===== src/rtl/spi_tx_sequencer.sv =====
`default_nettype none
// ============================================================================
// spi_tx_sequencer : byte FIFO feeding a chip-select framed SPI byte writer
// Rev 1.0
// ============================================================================
module spi_tx_sequencer #(
   parameter int FIFO_DEPTH = 8,
   parameter int CS_SETUP   = 2,
   parameter int CS_HOLD    = 2
) (
   input  logic       clk,
   input  logic       rst_n,
   input  logic       wr_en,
   input  logic [7:0] wr_data,
   input  logic       wr_last,
   output logic       full,
   output logic       empty,
   output logic       overflow,
   output logic       spi_start,
   output logic [7:0] spi_din,
   input  logic       spi_done,
   output logic       cs_n,
   output logic       busy,
   output logic       frame_done
);

   localparam int AW = $clog2(FIFO_DEPTH);
   localparam int CW = 16;
   localparam logic [AW:0]   C_DEPTH      = (AW+1)'(FIFO_DEPTH);
   localparam logic [CW-1:0] C_SETUP_LAST = (CS_SETUP > 1) ? CW'(CS_SETUP - 2) : '0;
   localparam logic [CW-1:0] C_HOLD_LAST  = (CS_HOLD  > 1) ? CW'(CS_HOLD  - 2) : '0;

   typedef enum logic [2:0] {
      IDLE      = 3'd0,
      SETUP     = 3'd1,
      LOAD      = 3'd2,
      WAIT_DONE = 3'd3,
      WAIT_DATA = 3'd4,
      HOLD      = 3'd5
   } state_t;

   state_t        r_state;
   logic [8:0]    r_mem [FIFO_DEPTH];
   logic [AW-1:0] r_wr_ptr;
   logic [AW-1:0] r_rd_ptr;
   logic [AW:0]   r_count;
   logic [CW-1:0] r_cnt;
   logic          r_last;

   logic          w_push;
   logic          w_pop;
   logic [AW:0]   w_count_next;
   logic [8:0]    w_head;

   // A write is judged against the FULL flag of the current cycle only.
   assign w_push = wr_en && !full;
   assign w_pop  = (r_state == LOAD);
   assign w_head = r_mem[r_rd_ptr];

   always_comb begin
      w_count_next = r_count;
      if (w_push && !w_pop)
         w_count_next = r_count + 1'b1;
      else if (!w_push && w_pop)
         w_count_next = r_count - 1'b1;
   end

   always_ff @(posedge clk) begin
      if (w_push)
         r_mem[r_wr_ptr] <= {wr_last, wr_data};
   end

   always_ff @(posedge clk or negedge rst_n) begin
      if (!rst_n) begin
         r_wr_ptr <= '0;
         r_rd_ptr <= '0;
         r_count  <= '0;
         full     <= 1'b0;
         empty    <= 1'b1;
         overflow <= 1'b0;
      end else begin
         if (w_push)
            r_wr_ptr <= r_wr_ptr + 1'b1;
         if (w_pop)
            r_rd_ptr <= r_rd_ptr + 1'b1;
         if (wr_en && full)
            overflow <= 1'b1;
         r_count <= w_count_next;
         full    <= (w_count_next == C_DEPTH);
         empty   <= (w_count_next == '0);
      end
   end

   // SETUP and HOLD are skipped entirely when their counts are one cycle.
   always_ff @(posedge clk or negedge rst_n) begin
      if (!rst_n) begin
         r_state    <= IDLE;
         r_cnt      <= '0;
         r_last     <= 1'b0;
         cs_n       <= 1'b1;
         spi_start  <= 1'b0;
         spi_din    <= 8'h00;
         busy       <= 1'b0;
         frame_done <= 1'b0;
      end else begin
         spi_start  <= 1'b0;
         frame_done <= 1'b0;
         case (r_state)
            IDLE: begin
               if (!empty && !frame_done) begin
                  cs_n    <= 1'b0;
                  busy    <= 1'b1;
                  r_cnt   <= '0;
                  r_state <= (CS_SETUP > 1) ? SETUP : LOAD;
               end
            end
            SETUP: begin
               if (r_cnt == C_SETUP_LAST)
                  r_state <= LOAD;
               else
                  r_cnt <= r_cnt + 1'b1;
            end
            LOAD: begin
               spi_din   <= w_head[7:0];
               r_last    <= w_head[8];
               spi_start <= 1'b1;
               r_state   <= WAIT_DONE;
            end
            WAIT_DONE: begin
               if (spi_done) begin
                  if (r_last) begin
                     if (CS_HOLD > 1) begin
                        r_cnt   <= '0;
                        r_state <= HOLD;
                     end else begin
                        cs_n       <= 1'b1;
                        busy       <= 1'b0;
                        frame_done <= 1'b1;
                        r_state    <= IDLE;
                     end
                  end else if (!empty) begin
                     r_state <= LOAD;
                  end else begin
                     r_state <= WAIT_DATA;
                  end
               end
            end
            WAIT_DATA: begin
               if (!empty)
                  r_state <= LOAD;
            end
            HOLD: begin
               if (r_cnt == C_HOLD_LAST) begin
                  cs_n       <= 1'b1;
                  busy       <= 1'b0;
                  frame_done <= 1'b1;
                  r_state    <= IDLE;
               end else begin
                  r_cnt <= r_cnt + 1'b1;
               end
            end
            default: begin
               cs_n    <= 1'b1;
               busy    <= 1'b0;
               r_state <= IDLE;
            end
         endcase
      end
   end

endmodule
`default_nettype wire


===== config.mk =====
export PLATFORM = sky130hd
export DESIGN_NAME = spi_tx_sequencer
export DESIGN_NICKNAME = d
export VERILOG_FILES = /design/src/rtl/spi_tx_sequencer.sv
export SDC_FILE = /design/constraint.sdc
export NUM_CORES = 1
export LEC_CHECK = 0
export BUFFER_PORTS_ARGS = -buffer_cell sky130_fd_sc_hd__buf_2
export CORE_ASPECT_RATIO = 1.1
export CORE_MARGIN = 5
export CORE_UTILIZATION = 60
export CTS_CLUSTER_SIZE = 28
export DETAILED_ROUTE_END_ITERATION = 8
export PLACE_DENSITY = 0.79
export SLEW_MARGIN = 5
export SYNTH_ARGS = -nofsm -noshare
export SYNTH_HDL_FRONTEND = slang
export SYNTH_SLANG_ARGS = --single-unit
export TNS_END_PERCENT = 100

===== constraint.sdc =====
create_clock -name clk -period 5.4 [get_ports clk]
set_input_delay 0.54 -clock clk [delete_from_list [all_inputs] [get_ports clk]]
set_output_delay 0.54 -clock clk [all_outputs]
set_load 0.02 [all_outputs]

After elaboration in Yosys (flattened, before gate mapping)
Memory sizes are Yosys's and may differ from the RTL's. A register that Yosys moved wholly into a read port is not among the register bits.
Cells that the tools add are included.
{"block": "totals", "word_cells": 78, "ramBits": 72, "inputBits": 13, "n_memories": 1, "romBits": 0, "regBits": 36, "latch_bits": 0}
{"block": "classes", "shifts": 0, "n_div": 0, "addsub": 5, "n_eq_ne": 13, "mul": 0, "mux": 26, "magnitude_cmp": 0, "n_bitwise": 1, "n_reduce_logical": 20}
{"name": "r_mem", "words": 8, "word_bits": 9, "read_ports": 1, "rd_ports_with_merged_regs": 1, "write_ports": 1, "line_no": "43", "rtl": "logic [8:0] r_mem [FIFO_DEPTH];"}
{"op": "2-to-1 mux 16 bit", "count": 4}
{"op": "one-hot mux 16 bit (3 select lines)", "count": 1}
{"op": "2-to-1 mux 3 bit", "count": 7}
{"op": "one-hot mux 3 bit (6 select lines)", "count": 1}
{"op": "adder 16 x 1 -> 16 bit, second input constant", "count": 1}
{"op": "logical NOT 16 bit", "count": 1}
{"op": "inequality test 2 bit, second input constant", "count": 7}
{"op": "AND reduction 5 bit", "count": 2}
{"op": "2-to-1 mux 1 bit", "count": 9}
{"op": "2-to-1 mux 4 bit", "count": 2}
{"op": "adder 3 x 1 -> 3 bit, second input constant", "count": 2}
{"op": "equality test 3 x 2 -> 1 bit, second input constant", "count": 2}
{"op": "equality test 3 bit, second input constant", "count": 2}
{"op": "logical NOT 1 bit", "count": 6}
{"op": "one-hot mux 1 bit (3 select lines)", "count": 2}
{"op": "logical AND 1 bit", "count": 5}
{"op": "adder 4 x 1 -> 4 bit, second input constant", "count": 1}
{"op": "equality test 4 bit, second input constant", "count": 1}
{"op": "logical NOT 4 bit", "count": 1}
{"op": "OR reduction 4 bit", "count": 1}
{"op": "subtractor 4 x 1 -> 4 bit, second input constant", "count": 1}
{"op": "equality test 3 x 1 -> 1 bit, second input constant", "count": 1}
{"op": "logical NOT 3 bit", "count": 1}
{"op": "AND reduction 3 bit", "count": 1}
{"op": "3 further kinds", "count": 3}

Logic depth before layout (Yosys ltp)
Gate-level depths: netlist (run 1).
{"block": "logic_depth", "depth_word": 7, "depth_mapped": 8}

Worst setup path before layout (run 1)
OpenSTA, ideal clock, no wires.
{"block": "synth_path", "path_kind": "input port to flip-flop", "start": "input port wr_en", "end": "memory r_mem[0][0], enable pin", "slack_ps": 3361, "arrival_ps": 1652, "stages": 3, "setup_ps": 387, "cell_sequence": "nor2b_1 > nand2b_1 > nor3_1"}
{"block": "synth_between", "elab_chain_cells": 3}
{"item": "start: declaration", "line_no": "13", "rtl": "input logic wr_en,"}
{"item": "logical AND 1 bit", "line_no": "56", "rtl": "assign w_push = wr_en && !full;"}
{"item": "2-to-1 mux 1 bit", "line_no": "69", "rtl": "if (w_push)"}
{"item": "2-to-1 mux 1 bit (not written as such)", "line_no": "70", "rtl": "r_mem[r_wr_ptr] <= {wr_last, wr_data};"}
{"item": "end: declaration", "line_no": "43"}
Every way passes these cells.

Final worst setup path (run 1)
{"block": "layout_path", "start": "register r_state[0]", "end": "register r_state[1]"}
{"block": "layout_between", "elab_chain_cells": 3, "elab_cells_between_ends": 13, "cone_classes": "eq/ne: 10; mux: 1; reduce/logical: 2"}
{"item": "start: declaration", "line_no": "42", "rtl": "state_t r_state;"}
{"item": "start signal: assignment", "line_no": "114", "rtl": "r_state <= (CS_SETUP > 1) ? SETUP : LOAD;"}
{"item": "equality test 3 x 1 -> 1 bit, or another cell as far along", "line_no": "108", "rtl": "case (r_state)"}
{"item": "inequality test 2 bit (no source line)"}
{"item": "AND reduction 5 bit (no source line)"}
Several ways; a longest one is shown, not always the timed one.
A chain may end at the register's enable or synchronous reset.

==> flow_summary.ini, run 1 <==
[outcome]
status = finished, final reports clean

[worst_setup_path]
ff2ff_setup_slack_ns = 2.81
critPathMaxStageDelay_ns = 0.81
slowest_stage = a41oi_2
end_kind = register
worstSetupEndpoint = r_state[1]$_DFFE_PN0P_
cp.arrival_ns = 2.97
cp_num_cells = 5
worstPathMaxFanout = 17
cp-start-kind = register
crit_required_ns = 5.77
critPathTopFamily = compound AO/OA/AOI/OAI gates
cp_num_buf_inv = 0
r2r_start = r_state[0]$_DFFE_PN0P_
r2r-end = r_state[1]$_DFFE_PN0P_
critPathLaunch = r_state[0]$_DFFE_PN0P_
path_cells = nand2b_1, a41oi_2, and3b_1, a21oi_1, o21ai_0
path_class = register to register
rr_worst_depth = 5

[yosys]
ys_types = 53
synth_flop_cell = edfxtp_1
netlist_area_um2 = 5050
avgSynthCellArea_um2 = 14.5
syn_inst = 348
synth_top_area_cell = edfxtp_1
async_flop_share_pct = 38.5
yosys-top-cells-area = edfxtp_1 (43%), dfrtp_1 (21%), mux4_2 (8.0%)
synth_most_common_cell = edfxtp_1
ys_ff_latch = 117
yosys_warnings = 0
synth_edf_count = 72
ys_seq_area_share_pct = 65.1
synthTopCellsByCount = edfxtp_1 (72), dfrtp_1 (43), nor2_1 (28), nand2_1 (19), o21ai_0 (19)
syn_nets = 367
synth_top_area_share_pct = 42.8

[sta]
relSlewSlack_pct = 18.5
rsz0062_at_grt = false
fin_crit_ns = 2.59
fin_crit_sh_pct = 48.0
final-setup-viol-count = 0
slew_viol_final = 0
finalClockSkew_ns = 0.00960
finalSetupTns_ns = 0
fmax_mhz = 385
hold_viol = 0
tightest_slew_ns = 1.21

[flow_run]
cap_viol_max_count = 0

[route]
remaining_drc_errors = 0
route.detailed.wl_per_inst_um = 19.1
via_per_inst = 5.97
ant_nets = 0
drt-total-wl_mm = 9.59
dr_total_vias = 2995
first_pass_iters = 5
drt_first_iter_violations = 141

[cts]
cts_sinks = 117
cts_htree_levels = 4
cts_resized = 0
clockRootBuffer = clkbuf_8
clk_path_buf_depth = 2
cts_tree = done
post_cts_buffers = 0
cts-buffers-inserted = 17
cts-hold-fix-buffers = 0
clk_pin_slew_ns = 0.06
clk_latency_ns = 0.51

[grt]
overflow = 0
grt_pass1_vias = 3049
antenna_found_initial = 0
grt_max_degree = 46
grt_pass1_wl_mm = 15.9
grt_usage_pct = 20.1

[pwr]
swShare_pct = 33.5
p_clk_share_pct = 31.9
pwr-share-comb_pct = 29.6
switchingPower_uw = 1190
pwr-share-seq_pct = 38.6
pwr_density_cell_nw_per_um2 = 609
p_int_uw = 2370
vdd_drop_max_mv = 0.267
total_leakage_power_uw = 0.00216

[floorplanning]
die_w_um = 97.5
die_h_um = 106
std_cell_rows = 35
io_pins = 28
core_um2 = 8320
die-area_um2 = 10400
start_util_pct = 60.7

[min_path]
hp-class = input pin to async pin

[placed_design]
placedCellCount = 471
placement.io_buffers = 27
placed_area_um2 = 5250
hpwl_mm = 5.78
gp_congestion = 0.814

[cells_and_area]
nets = 398
diodes = 0
drive_gt1_share_pct = 24.3
fin_area_um2 = 5850
instances_no_fill = 502
syn_to_final_growth_pct = 15.7
==> registers in the layout (all words and copies together), names as in the netlist <==
register,count
busy,1
cs_n,1
empty,1
frame_done,1
full,1
overflow,1
r_cnt,16
r_count,4
r_last,1
r_mem,72
r_rd_ptr,3
r_state,3
r_wr_ptr,3
spi_din,8
spi_start,1
==> worst min-delay path by stage <==
stage                         startpoint              endpoint  slack [ns]  depth (start not counted)
floorplan                          rst_n      busy$_DFFE_PN0P_        0.24                          0
global placement    overflow$_DFFE_PN0P_  overflow$_DFFE_PN0P_        0.43                          1
detailed placement  overflow$_DFFE_PN0P_  overflow$_DFFE_PN0P_        0.44                          1
CTS                                rst_n  r_count[2]$_DFF_PN0_        0.22                          1
global route                       wr_en  overflow$_DFFE_PN0P_        0.26                          2
finish                             rst_n  r_count[2]$_DFF_PN0_        0.21                          1
==> metrics by stage <==
stage	worst slack (ns)	utilization [%]	hold slack [ns]	total power, µW
global placement	2.90	63.0	0.434	2370
detailed placement	2.83	63.0	0.440	2410
floorplan	3.36	-	0.244	2180
finish	2.81	70.3	0.207	3560
CTS	2.81	70.3	0.218	3580
global route	2.57	70.3	0.257	3750
==> cells by family after synthesis <==
group	synth area share, %
AOI/OAI and AO/OA	8.54
xor gates and xnor gates	1.04
adders and majority gates	1.49
buffers and inverters	2.23
DFF	65.1
muxes	10.9
and+or+nand+nor	10.7
==> per-layer routing <==
layer / vias to the layer above / track usage, % / routed length (µm)
met3: 15 / 6.10 / 518
met4: 0 / 6.73 / 141
met1: 1497 / 26.8 / 4130
li1: 1393 / - / -
met2: 90 / 31.8 / 4810
met5: - / 0 / 0
==> final cells by class <==
cell class	instances	area, µm²
clock buffers	19	422
inverters	6	22.5
clock inverters	12	180
well taps	111	139
fillers	555	2470
flip-flops and latches	117	3290
repair buffers	28	143
multi-input cells	209	1650
==> power groups by stage <==
stage / Clock, µW / Combinational, µW / Sequential, µW
6_report: 1130 / 1050 / 1370
3_5_place_dp: 0 / 1030 / 1380
4_1_cts: 1150 / 1060 / 1370
3_3_place_gp: 0 / 1000 / 1360
5_1_grt: 1200 / 1150 / 1400
2_1_floorplan: 0 / 842 / 1340
==> layout by cell type, fill, tap and decap left out, drive strengths merged, types with 3 or more instances in the layout <==
cell type   n
a21oi      21
a31oi       4
a41oi       3
and3        3
buf        28
bufinv      4
clkbuf     19
clkinv      3
clkinvlp    4
dfrtp      43
edfxtp     72
ha          6
inv         7
mux2i      11
mux4       18
nand2      19
nand2b      7
nand3       9
nand4       8
nor2       29
nor2b       3
nor3        6
nor3b       3
nor4        4
o21ai      29
o31ai       3
xnor2       4
==> worst register-to-register path, cell delays in order, from the launching register on <==
cell and delay (ns):
dfrtp_1 0.64, nand2b_1 0.51, a41oi_2 0.82, and3b_1 0.28, a21oi_1 0.12, o21ai_0 0.10
Note: power is estimated with default switching activity, not from simulation.
==> inputs of run 2 (changes only) <==
- ABC_AREA: default -> 1
- CORE_UTILIZATION: 60 -> 55
- PLACE_DENSITY: 0.79 -> 0.76
- clock period: 5.4 -> 2.36 ns (I/O delays scaled with it)
==> flow_summary.ini, run 2 <==
[grt]
grt_usage_pct = 20.6
antenna_found_initial = 0
grt_max_degree = 39
grt_pass1_vias = 3833
grt_pass1_wl_mm = 18.5
overflow = 0

[yosys]
synth_flop_cell = edfxtp_1
synth_compound_area_share_pct = 7.25
synth_edf_count = 72
async_flop_share_pct = 38.5
synth_xor_area_share_pct = 0.829
yosys.area_share.simple_pct = 24.0
netlist_area_um2 = 5280
ys_ff_latch = 117
yosys_warnings = 0
ys_types = 31
synthMuxAreaShare_pct = 0
synth_top_area_share_pct = 40.9
avgSynthCellArea_um2 = 9.67
synth_top_area_cell = edfxtp_1
syn_nets = 565
ys_seq_area_share_pct = 62.3
syn_inst = 546
synthAdderAreaFrac_pct = 1.42
synth_most_common_cell = nand2_1
yosys-top-cells-area = edfxtp_1 (41%), dfrtp_1 (20%), nand2_1 (8.9%)
synthTopCellsByCount = nand2_1 (125), nor2_1 (87), edfxtp_1 (72), nand3_1 (48), dfrtp_1 (43)
synth_top_family_by_area = simple AND/OR/NAND/NOR gates

[cts]
cts_sinks = 117
cts-buffers-inserted = 17
clockRootBuffer = clkbuf_8
clk_pin_slew_ns = 0.06
post_cts_buffers = 0
cts_tree = done
cts_htree_levels = 4
clk_latency_ns = 0.52
clk_path_buf_depth = 2

[route]
dr_total_vias = 3990
drt_first_iter_violations = 349
drt-total-wl_mm = 11.2
ant_nets = 0
route.detailed.wl_per_inst_um = 15.5
wl_met2_mm = 5.64
remaining_drc_errors = 0
first_pass_iters = 5
met1_length_mm = 4.81
top_layer = met4
via_per_inst = 5.53
wl_met3_um = 539

[sta]
tightest_slew_ns = 0.677
relSlewSlack_pct = 54.7
finalSetupTns_ns = 0
fin_crit_sh_pct = 78.6
fin_crit_ns = 1.85
fmax_mhz = 539
fin_ws_ns = 0.506
finalClockSkew_ns = 0.00935
rsz0062_at_grt = false
final-setup-viol-count = 0
slew_viol_final = 0
hold_viol = 0

[cells_and_area]
diodes = 0
final_cell_mix = nand2_1 (125), nor2_1 (87), edfxtp_1 (72)
ff_latch_area_um2 = 3290
final_common_cell = nand2_1
top_regs = r_mem (72), r_cnt (16), spi_din (8)
multi_input_comb_area_um2 = 1770
syn_to_final_growth_pct = 17.2
fill_cells = 706
top_register = r_mem
largest_register_ff_count = 72
instances_no_fill = 722
drive_gt1_share_pct = 14.7
nets = 611

[worst_setup_path]
worstPathMaxFanout = 9
end_kind = register
cp.arrival_ns = 2.00
cp-start-kind = register
path_class = register to register
crit_required_ns = 2.51

[floorplanning]
std_cell_rows = 37
die-area_um2 = 11700
io_pins = 28
start_util_pct = 56.5
core_um2 = 9350
die_w_um = 103
die_h_um = 113

[placed_design]
hpwl_mm = 7.20
dp_slack_ns = 0.503
placement.io_buffers = 27
placedCellCount = 686
gp_congestion = 0.897

[pwr]
total_leakage_power_uw = 0.00264
vdd_drop_max_mv = 0.656
pwr_density_cell_nw_per_um2 = 1280
p_total_uw = 7930

[outcome]
status = finished, final reports clean

[min_path]
hp-class = input pin to register

[flow_run]
cap_viol_max_count = 0
[run 2: final timing paths]
path / cells after the start / start / slack, ns / endpoint
min reg2reg: 1 / overflow$_DFFE_PN0P_ / 0.46 / overflow$_DFFE_PN0P_
max: 5 / full$_DFF_PN0_ / 0.51 / r_mem[3][7]$_DFFE_PP_
min in group asynchronous: 2 / rst_n / 0.24 / r_state[0]$_DFFE_PN0P_
max in group asynchronous: 3 / rst_n / 1.46 / empty$_DFF_PN1_
min: 1 / wr_data[3] / 0.02 / r_mem[0][3]$_DFFE_PP_
max reg2reg: 5 / full$_DFF_PN0_ / 0.51 / r_mem[3][7]$_DFFE_PP_
[run 2: stage by stage]
step	util, %	area [µm²]	hold slack [ns]
2_1_floorplan	-	5280	-0.0596
4_1_cts	66.2	6190	0.00113
5_1_grt	66.2	6190	0.0205
3_5_place_dp	59.6	5580	0.260
3_3_place_gp	59.6	5580	0.268
6_report	66.2	6190	0.0170
[run 2: power by group]
part	total (µW)	switching [µW]	internal, µW	leakage [µW]
clock	2430	925	1500	0.000269
sequential	2970	328	2640	0.00123
combinational	2540	1730	810	0.00114
[run 2: worst max-delay path: stages (launching register included)]
cell and delay [ns]:
dfrtp_1 0.39, inv_1 0.06, nand2_1 0.10, inv_1 0.23, nand2_1 0.15, nor2_1 0.55
[run 2: kinds of logic (layout without fill, tap and decap cells)]
family,after synthesis,in the layout
and+or+nand+nor,296,296
AOI/OAI and AO/OA,67,67
adders and majority gates,6,6
DFF,117,117
buffers and inverters,55,114
xor gates and xnor gates,5,5
[run 2: area by class of cell]
class,instances,area share (%)
sequential,117,53.2
multi-input combinational,374,28.6
clock buffer,17,6.69
inverter,39,2.37
timing repair buffer,43,4.29
tap,117,2.37
clock inverter,15,2.53
[run 2: layer usage]
layer	up-vias	GRT usage [%]
met5	-	0
met4	0	8.64
met3	23	4.32
met2	116	33.3
met1	1901	26.8
li1	1950	-
[run 2: what timing repair did]
item,in CTS,in global routing
gates resized for setup,0,0
hold buffers,4,0
hold endpoints to repair,38,0
==> inputs of run 3 (changes only) <==
- CORE_UTILIZATION: 55 -> 60
- PLACE_DENSITY: 0.76 -> 0.78
- clock period: 2.36 -> 1.9 ns (I/O delays scaled with it)
==> flow_summary.ini, run 3 (synthesis results as in run 2) <==
[outcome]
status = finished, final reports clean

[sta]
finalSetupTns_ns = 0
fin_crit_sh_pct = 87.4
relSlewSlack_pct = 69.2
fmax_mhz = 602
rsz0062_at_grt = false
hold_viol = 0
tightest_slew_ns = 0.461
fin_crit_ns = 1.66
finalClockSkew_ns = 0.00791
final-setup-viol-count = 0
slew_viol_final = 0

[worst_setup_path]
crit_required_ns = 2.30
path_cells = nor2_2, nand2_2, nor2_1, nand2_1, nand2_1, nand3_1, nand2_1, nor2_1
worstPathMaxFanout = 7
critPathTopFamily = simple AND/OR/NAND/NOR gates
critPathLaunch = r_state[2]$_DFFE_PN0P_
critPathMaxStageDelay_ns = 0.46
end_kind = register
r2r_start = r_state[2]$_DFFE_PN0P_
path_class = register to register
cpMostUsedCell = nand2_1
slowest_stage = dfrtp_1
cp-start-kind = register
cp_num_buf_inv = 0
cp.arrival_ns = 2.06

[pwr]
p_clk_share_pct = 31.0
pwr_density_cell_nw_per_um2 = 1620
total_leakage_power_uw = 0.00270
pwr-share-comb_pct = 33.7
swShare_pct = 36.5
p_total_uw = 10100
vdd_drop_max_mv = 0.869
switchingPower_uw = 3710
p_int_uw = 6430
pwr-share-seq_pct = 35.4

[cells_and_area]
top_regs = r_mem (72), r_cnt (16), spi_din (8)
ff_latch_area_um2 = 3290
diodes = 0
nets = 616
largest_register_ff_count = 72
top_register = r_mem
final_common_cell = nand2_1
fin_util_pct = 71.5
multi_input_comb_area_um2 = 1770
fin_area_um2 = 6250
drive_gt1_share_pct = 15.2
syn_to_final_growth_pct = 18.4
fill_cells = 606
final_cell_mix = nand2_1 (125), nor2_1 (86), edfxtp_1 (72)
instances_no_fill = 724

[floorplanning]
start_util_pct = 60.4
die_w_um = 99.5
core_um2 = 8740
die_h_um = 108
die-area_um2 = 10800
std_cell_rows = 36
io_pins = 28

[placed_design]
hpwl_mm = 7.91
placement.io_buffers = 27
placedCellCount = 688
gp_congestion = 0.870
placed_area_um2 = 5610

[grt]
grt_pass1_wl_mm = 19.1
grt_usage_pct = 23.7
overflow = 0
grt_pass1_vias = 4021
antenna_found_initial = 0
grt_max_degree = 39

[cts]
cts-buffers-inserted = 17
clk_path_buf_depth = 2
clockRootBuffer = clkbuf_8
cts_sinks = 117
clk_latency_ns = 0.51
cts_htree_levels = 4
post_cts_buffers = 0
cts_tree = done
clk_pin_slew_ns = 0.06

[route]
ant_nets = 0
via_per_inst = 5.60
route.detailed.wl_per_inst_um = 16.5
dr_total_vias = 4054
drt_first_iter_violations = 349
drt-total-wl_mm = 11.9
remaining_drc_errors = 0
first_pass_iters = 5

[min_path]
hp-class = input pin to register
hold_start = wr_data[1]

[flow_run]
cap_viol_max_count = 0
run 3: metrics by stage:
stage	hold WS (ns)	setup WS, ns
2_1_floorplan	-0.106	0.177
3_5_place_dp	0.0967	0.331
6_report	0.00529	0.240
3_3_place_gp	0.0961	0.353
4_1_cts	0.00116	0.170
5_1_grt	0.00479	0.108
run 3: per-layer routing:
metal	vias up	global-route usage (%)	part of all wire, %
met3	37	4.45	5.5
met2	135	43.7	53
li1	1957	-	-
met5	-	0	0
met1	1925	25.7	38
met4	0	12.3	3.9
run 3: power by group through the flow:
stage	logic (µW)	registers [µW]	clock network, µW
after floorplan	2250	3720	0
after global placement	3260	3590	0
after detailed placement	3360	3610	0
after CTS	3410	3580	3170
after global routing	3830	3630	3300
final	3410	3590	3140
run 3: area by class of cell:
class                   instances  area share [%]
flip-flops and latches        117            52.6
well taps                     114            2.28
repair buffers                 48            4.84
inverters                      39            2.34
clock inverters                 8            1.50
multi-input cells             374            28.3
clock buffers                  24            8.05
run 3: worst paths after layout:
kind                       slack (ns)                endpoint  cells past startpoint
setup / recovery                 0.24          full$_DFF_PN0_                      8
hold / removal                  0.005   r_mem[1][1]$_DFFE_PP_                      1
setup reg to reg                 0.24          full$_DFF_PN0_                      8
hold reg to reg                  0.45    overflow$_DFFE_PN0P_                      1
max in group asynchronous        1.20  spi_din[0]$_DFFE_PN0P_                      3
min in group asynchronous        0.11    r_count[3]$_DFF_PN0_                      2
run 3: what timing repair did:
item,4_1_cts,5_1_grt
endpoints found under the setup margin,0,1
resized for setup,0,1
endpoints found under the hold margin,54,0
hold buffers,4,0
run 3: worst register-to-register path, cell delays in order (launching register included):
cell     delay (ns)
dfrtp_1        0.46
nor2_2         0.24
nand2_2        0.17
nor2_1         0.23
nand2_1        0.09
nand2_1        0.09
nand3_1        0.13
nand2_1        0.10
nor2_1         0.05
